`config.mk`:
```
export PLATFORM = sky130hd
export DESIGN_NAME = barcode_rcv
export DESIGN_NICKNAME = d
export VERILOG_FILES = /design/src/rtl/barcode_rcv.sv
export SDC_FILE = /design/constraint.sdc
export NUM_CORES = 1
export LEC_CHECK = 0
export ABC_AREA = 1
export CAP_MARGIN = 10
export CORE_MARGIN = 3
export CORE_UTILIZATION = 52
export DETAILED_ROUTE_END_ITERATION = 8
export GPL_TIMING_DRIVEN = 0
export PLACE_DENSITY_LB_ADDON = 0.1
export SLEW_MARGIN = 20
export SYNTH_ARGS = -nofsm -noshare
export SYNTH_HDL_FRONTEND = slang
export SYNTH_SLANG_ARGS = --single-unit
```
`constraint.sdc`:
```
create_clock -name clk -period 3.4 [get_ports clk]
set_input_delay 0.85 -clock clk [delete_from_list [all_inputs] [get_ports clk]]
set_output_delay 0.85 -clock clk [all_outputs]
set_load 0.01 [all_outputs]
```
`src/rtl/barcode_rcv.sv`:
```
// ============================================================================
// Module  : barcode_rcv
// Brief   : Serial barcode station-ID receiver (start bit sets sample point T).
// Revision: 1.0 - initial release
// ============================================================================
`default_nettype none

module barcode_rcv #(
  parameter int TIMER_W = 22
) (
  input  logic       clk,
  input  logic       rst_n,
  input  logic       BC,
  input  logic       clr_ID_vld,
  output logic [7:0] ID,
  output logic       ID_vld
);

  typedef enum logic [1:0] {
    IDLE      = 2'd0,
    START     = 2'd1,
    WAIT_FALL = 2'd2,
    SAMPLE    = 2'd3
  } state_t;

  localparam logic [TIMER_W-1:0] c_TIMER_MAX = '1;

  state_t               state_q;
  logic                 bc_s1_q, bc_s2_q, bc_s3_q;
  logic [TIMER_W-1:0]   timer_q, period_q;
  logic [3:0]           cnt_q;
  logic [7:0]           shift_q;

  logic                 fall, rise;
  logic [TIMER_W-1:0]   timer_d;
  logic [3:0]           cnt_d;
  logic [7:0]           shift_d;

  assign fall    = bc_s3_q & ~bc_s2_q;
  assign rise    = ~bc_s3_q & bc_s2_q;
  // Saturating timer: a stuck line must time out, never wrap into a false match.
  assign timer_d = (timer_q == c_TIMER_MAX) ? timer_q : timer_q + 1'b1;
  assign cnt_d   = cnt_q + 4'd1;
  assign shift_d = {shift_q[6:0], bc_s2_q};

  always_ff @(posedge clk or negedge rst_n) begin
    if (!rst_n) begin
      bc_s1_q  <= 1'b1;
      bc_s2_q  <= 1'b1;
      bc_s3_q  <= 1'b1;
      state_q  <= IDLE;
      timer_q  <= '0;
      period_q <= '0;
      cnt_q    <= 4'd0;
      shift_q  <= 8'h00;
      ID       <= 8'h00;
      ID_vld   <= 1'b0;
    end else begin
      bc_s1_q <= BC;
      bc_s2_q <= bc_s1_q;
      bc_s3_q <= bc_s2_q;

      // A coinciding frame completion below overrides this clear.
      if (clr_ID_vld) begin
        ID_vld <= 1'b0;
      end

      case (state_q)
        IDLE: begin
          if (fall) begin
            timer_q <= '0;
            cnt_q   <= 4'd0;
            state_q <= START;
          end
        end
        START: begin
          timer_q <= timer_d;
          if (rise) begin
            period_q <= timer_q;
            state_q  <= WAIT_FALL;
          end else if (timer_q == c_TIMER_MAX) begin
            state_q <= IDLE;
          end
        end
        WAIT_FALL: begin
          if (fall) begin
            timer_q <= '0;
            state_q <= SAMPLE;
          end else if (timer_q == c_TIMER_MAX) begin
            state_q <= IDLE;
          end else begin
            timer_q <= timer_d;
          end
        end
        SAMPLE: begin
          timer_q <= timer_d;
          if (timer_q == period_q) begin
            shift_q <= shift_d;
            cnt_q   <= cnt_d;
            if (cnt_d < 4'd8) begin
              state_q <= WAIT_FALL;
            end else begin
              state_q <= IDLE;
              if (shift_d[7:6] == 2'b00) begin
                ID     <= shift_d;
                ID_vld <= 1'b1;
              end
            end
          end
        end
        default: state_q <= IDLE;
      endcase
    end
  end

endmodule

`default_nettype wire

```
==> summary.txt <==
Outcome
  • Outcome: finished, final reports clean

STA
  • Final Hold Fails: 0
  • Measured slew at the worst slew-check pin: 0.563 ns
  • Part of the cycle the worst path needs: 61.5%
  • Min cycle time layout: 2.09 ns
  • Max Fclk: 0.479 GHz
  • Final Slew Violations: 0
  • Slew Limit Headroom: 62.4%
  • Sum of negative setup slack: 0 ns
  • Finish-stage setup viols: 0
  • RSZ-0062 raised after global routing: no
  • Final Skew: 0.00690 ns

Layout
  • Final nets: 504
  • Post-Layout Cell Count: 599
  • Number of diodes: 0
  • Final core occ: 61.3%
  • Area grow syn2layout: 13.4%
  • Post-route cell area: 0.00419 sq mm
  • Fillers: 661
  • Layout cell share with drive strength beyond 1: 11.7%

Floorplan
  • Die Wd: 90.3 um
  • Initial Utilization: 54.1%
  • Die ar.: 0.00815 sq mm
  • Row count: 30
  • Die Span Y: 90.3 um
  • # IOs: 13
  • Core box area: 0.00683 sq mm

CTS
  • Root buffer cell: clkbuf_8
  • Clock tree from TritonCTS: done
  • Total CTS buffers: 9
  • Post-cts hold buffer count: 0
  • Worst skew pair latency: 0.35 ns
  • Reg clk slew, reported paths: 0.08 ns
  • Sink Count: 69
  • Post-CTS Resized: 0
  • CTS max path bufs: 2
  • Max H-tree Level: 3
  • # Post-CTS Setup Buffers: 0

Detailed routing
  • Drt first pass iters: 4
  • Final ANT Viol Nets: 0
  • DRC Markers: 0
  • Violation count after the first detailed-route iteration: 159
  • Vias per cell: 5.05
  • Routed vias: 3023
  • WL per Instance: 13.2 um
  • Final WL: 7.92 mm

Global route
  • Vias in the first global route: 2937
  • Largest net degree at the start of global routing: 47
  • Grt total ovfl: 0
  • Initial antenna violation count: 0
  • All-Layer GR Usage: 21.1%
  • First-pass GRT wire length: 14.0 mm

Synth
  • Most frequent cell after synthesis: nand2_1
  • Cell variety after synth: 33
  • Post-Syn Nets: 480
  • Leading area contributor after synthesis: dfrtp_1
  • Ys Warns: 0
  • Cell count after synthesis: 474
  • Post-synth EDFFs: 0
  • Most used DFF post-synth: dfrtp_1
  • Top cells by count, synth: nand2_1 (144), dfrtp_1 (66), nor2_1 (46), inv_1 (44), o21ai_0 (33)
  • Synth top area share: 44.7%
  • Post-synthesis sequential area ratio: 46.8%
  • Synthesized area: 0.00369 sq mm
  • #FFs+latches synth: 69
  • Async SR Flop Fraction: 100%
  • Avg Synthesized Cell Area: 7.79 sq um
  • Top post-synthesis cells by area: dfrtp_1 (45%), nand2_1 (15%), nor2_1 (4.7%)

Pwr
  • Switching Fraction: 35.0%
  • Static Leak: 2.06 nW
  • Pwr/cell area: 558 mW/mm^2
  • Sequential group share of total power: 42.5%
  • Post-route total power: 2.34 mW
  • NetSw: 0.819 mW
  • Part of the power in the clock network: 33.1%
  • Gate power share: 24.4%
  • Worst ir drop on vdd: 0.311 mV
  • Internal power: 1.52 mW

Critical path
  • Required @ worst endpoint: 2.55 ns
  • Nature of the critical path startpoint: register
  • CP Max Fanout: 2
  • Arrival @ worst endpoint: 1.24 ns
  • CP max-delay cell: clkdlybuf4s50_1
  • Crit path buf inv count: 1
  • CP endpoint kind: output pin
  • Setup CP Type: reg -> out
  • Largest delay share family, worst path: buffers and inverters
  • CP peak stage delay: 0.53 ns
  • Cell Chain, Critical Path: clkdlybuf4s50_1

Hold path
  • HP Class: reg -> reg

Place
  • RD Place Congestion: 0.874
  • PortBufs: 12
  • Post-DP HPWL: 5.85 mm
  • Dpl cells: 583
  • DP Area: 0.00396 sq mm

Flow run
  • Reported max-cap violation count: 0
## metal layers
| layer | wire [um] | share of wire, % | global-route usage (%) |
|---|---|---|---|
| met1 | 3680 | 46 | 28.3 |
| met5 | 0 | 0 | 0 |
| met2 | 3770 | 48 | 33.5 |
| met3 | 286 | 3.6 | 3.33 |
| met4 | 184 | 2.3 | 10.2 |
## kinds of logic after synthesis
kind of cell	count (synthesis)	synth area share, %
AOI/OAI and AO/OA	60	8.47
xor gates and xnor gates	23	5.45
adders and majority gates	2	0.677
buffers and inverters	65	7.31
DFF	69	46.8
muxes	1	0.305
and+or+nand+nor	254	31.0
## power by group through the flow
stage	Combinational, mW	Sequential, mW	Clock (mW)
floorplan	0.432	0.987	0
global placement	0.555	1.00	0
detailed placement	0.572	1.01	0
CTS	0.575	0.993	0.788
global route	0.651	1.01	0.824
finish	0.570	0.994	0.775
## through the flow
stage	hold WS, ns	setup WS (ns)
CTS	0.357	1.29
global route	0.356	1.22
floorplan	0.345	1.70
global placement	0.346	-0.864
finish	0.358	1.31
detailed placement	0.350	1.42
## worst paths after layout
kind                       slack, ns  startpoint  depth (start not counted)           to
max                             1.31       ID[6]                          1        ID[6]
min                             0.36     bc_s1_q                          0      bc_s2_q
max reg2reg                     1.41  timer_q[0]                         11   timer_q[8]
min reg2reg                     0.36     bc_s1_q                          0      bc_s2_q
max in group asynchronous       2.42       rst_n                          2      bc_s1_q
min in group asynchronous       0.39       rst_n                          1  period_q[4]
## final cells by class
type                    instances  area, sq um  share of cell area, %
plain buffers                  12         71.3                   1.70
clock buffers                   9          124                   2.96
clock inverters                 7          105                   2.51
inverters                      53          199                   4.75
multi-input cells             340         1690                   40.4
flip-flops and latches         69         1730                   41.3
well taps                      96          120                   2.87
repair buffers                 13          145                   3.46
## state kept, by name, summed over array words and instances (netlist names)
signal / flops
bc_s3_q: 1
bc_s2_q: 1
state_q: 2
shift_q: 7
period_q: 22
ID_vld: 1
timer_q: 22
ID: 8
bc_s1_q: 1
cnt_q: 4
## worst reg2reg max path, delay by kind of cell (launching register included)
kind	cells	cell delay, ns
AO/OA/AOI/OAI	1	0.05
adder cells (fa/ha/maj)	1	0.23
buffers and inverters	2	0.26
AND/OR/NAND/NOR	7	0.88
flip-flops	1	0.48
## placed cells by master, fill, tap and decap left out, types with 10 or more instances in the layout
master	count
nand2_1	144
dfrtp_1	66
nor2_1	46
inv_1	44
o21ai_0	33
nand3_1	25
xor2_1	17
o21ai_1	13
clkdlybuf4s50_1	11
a21oi_1	10
No activity file was read; power rests on OpenSTA's default activity.
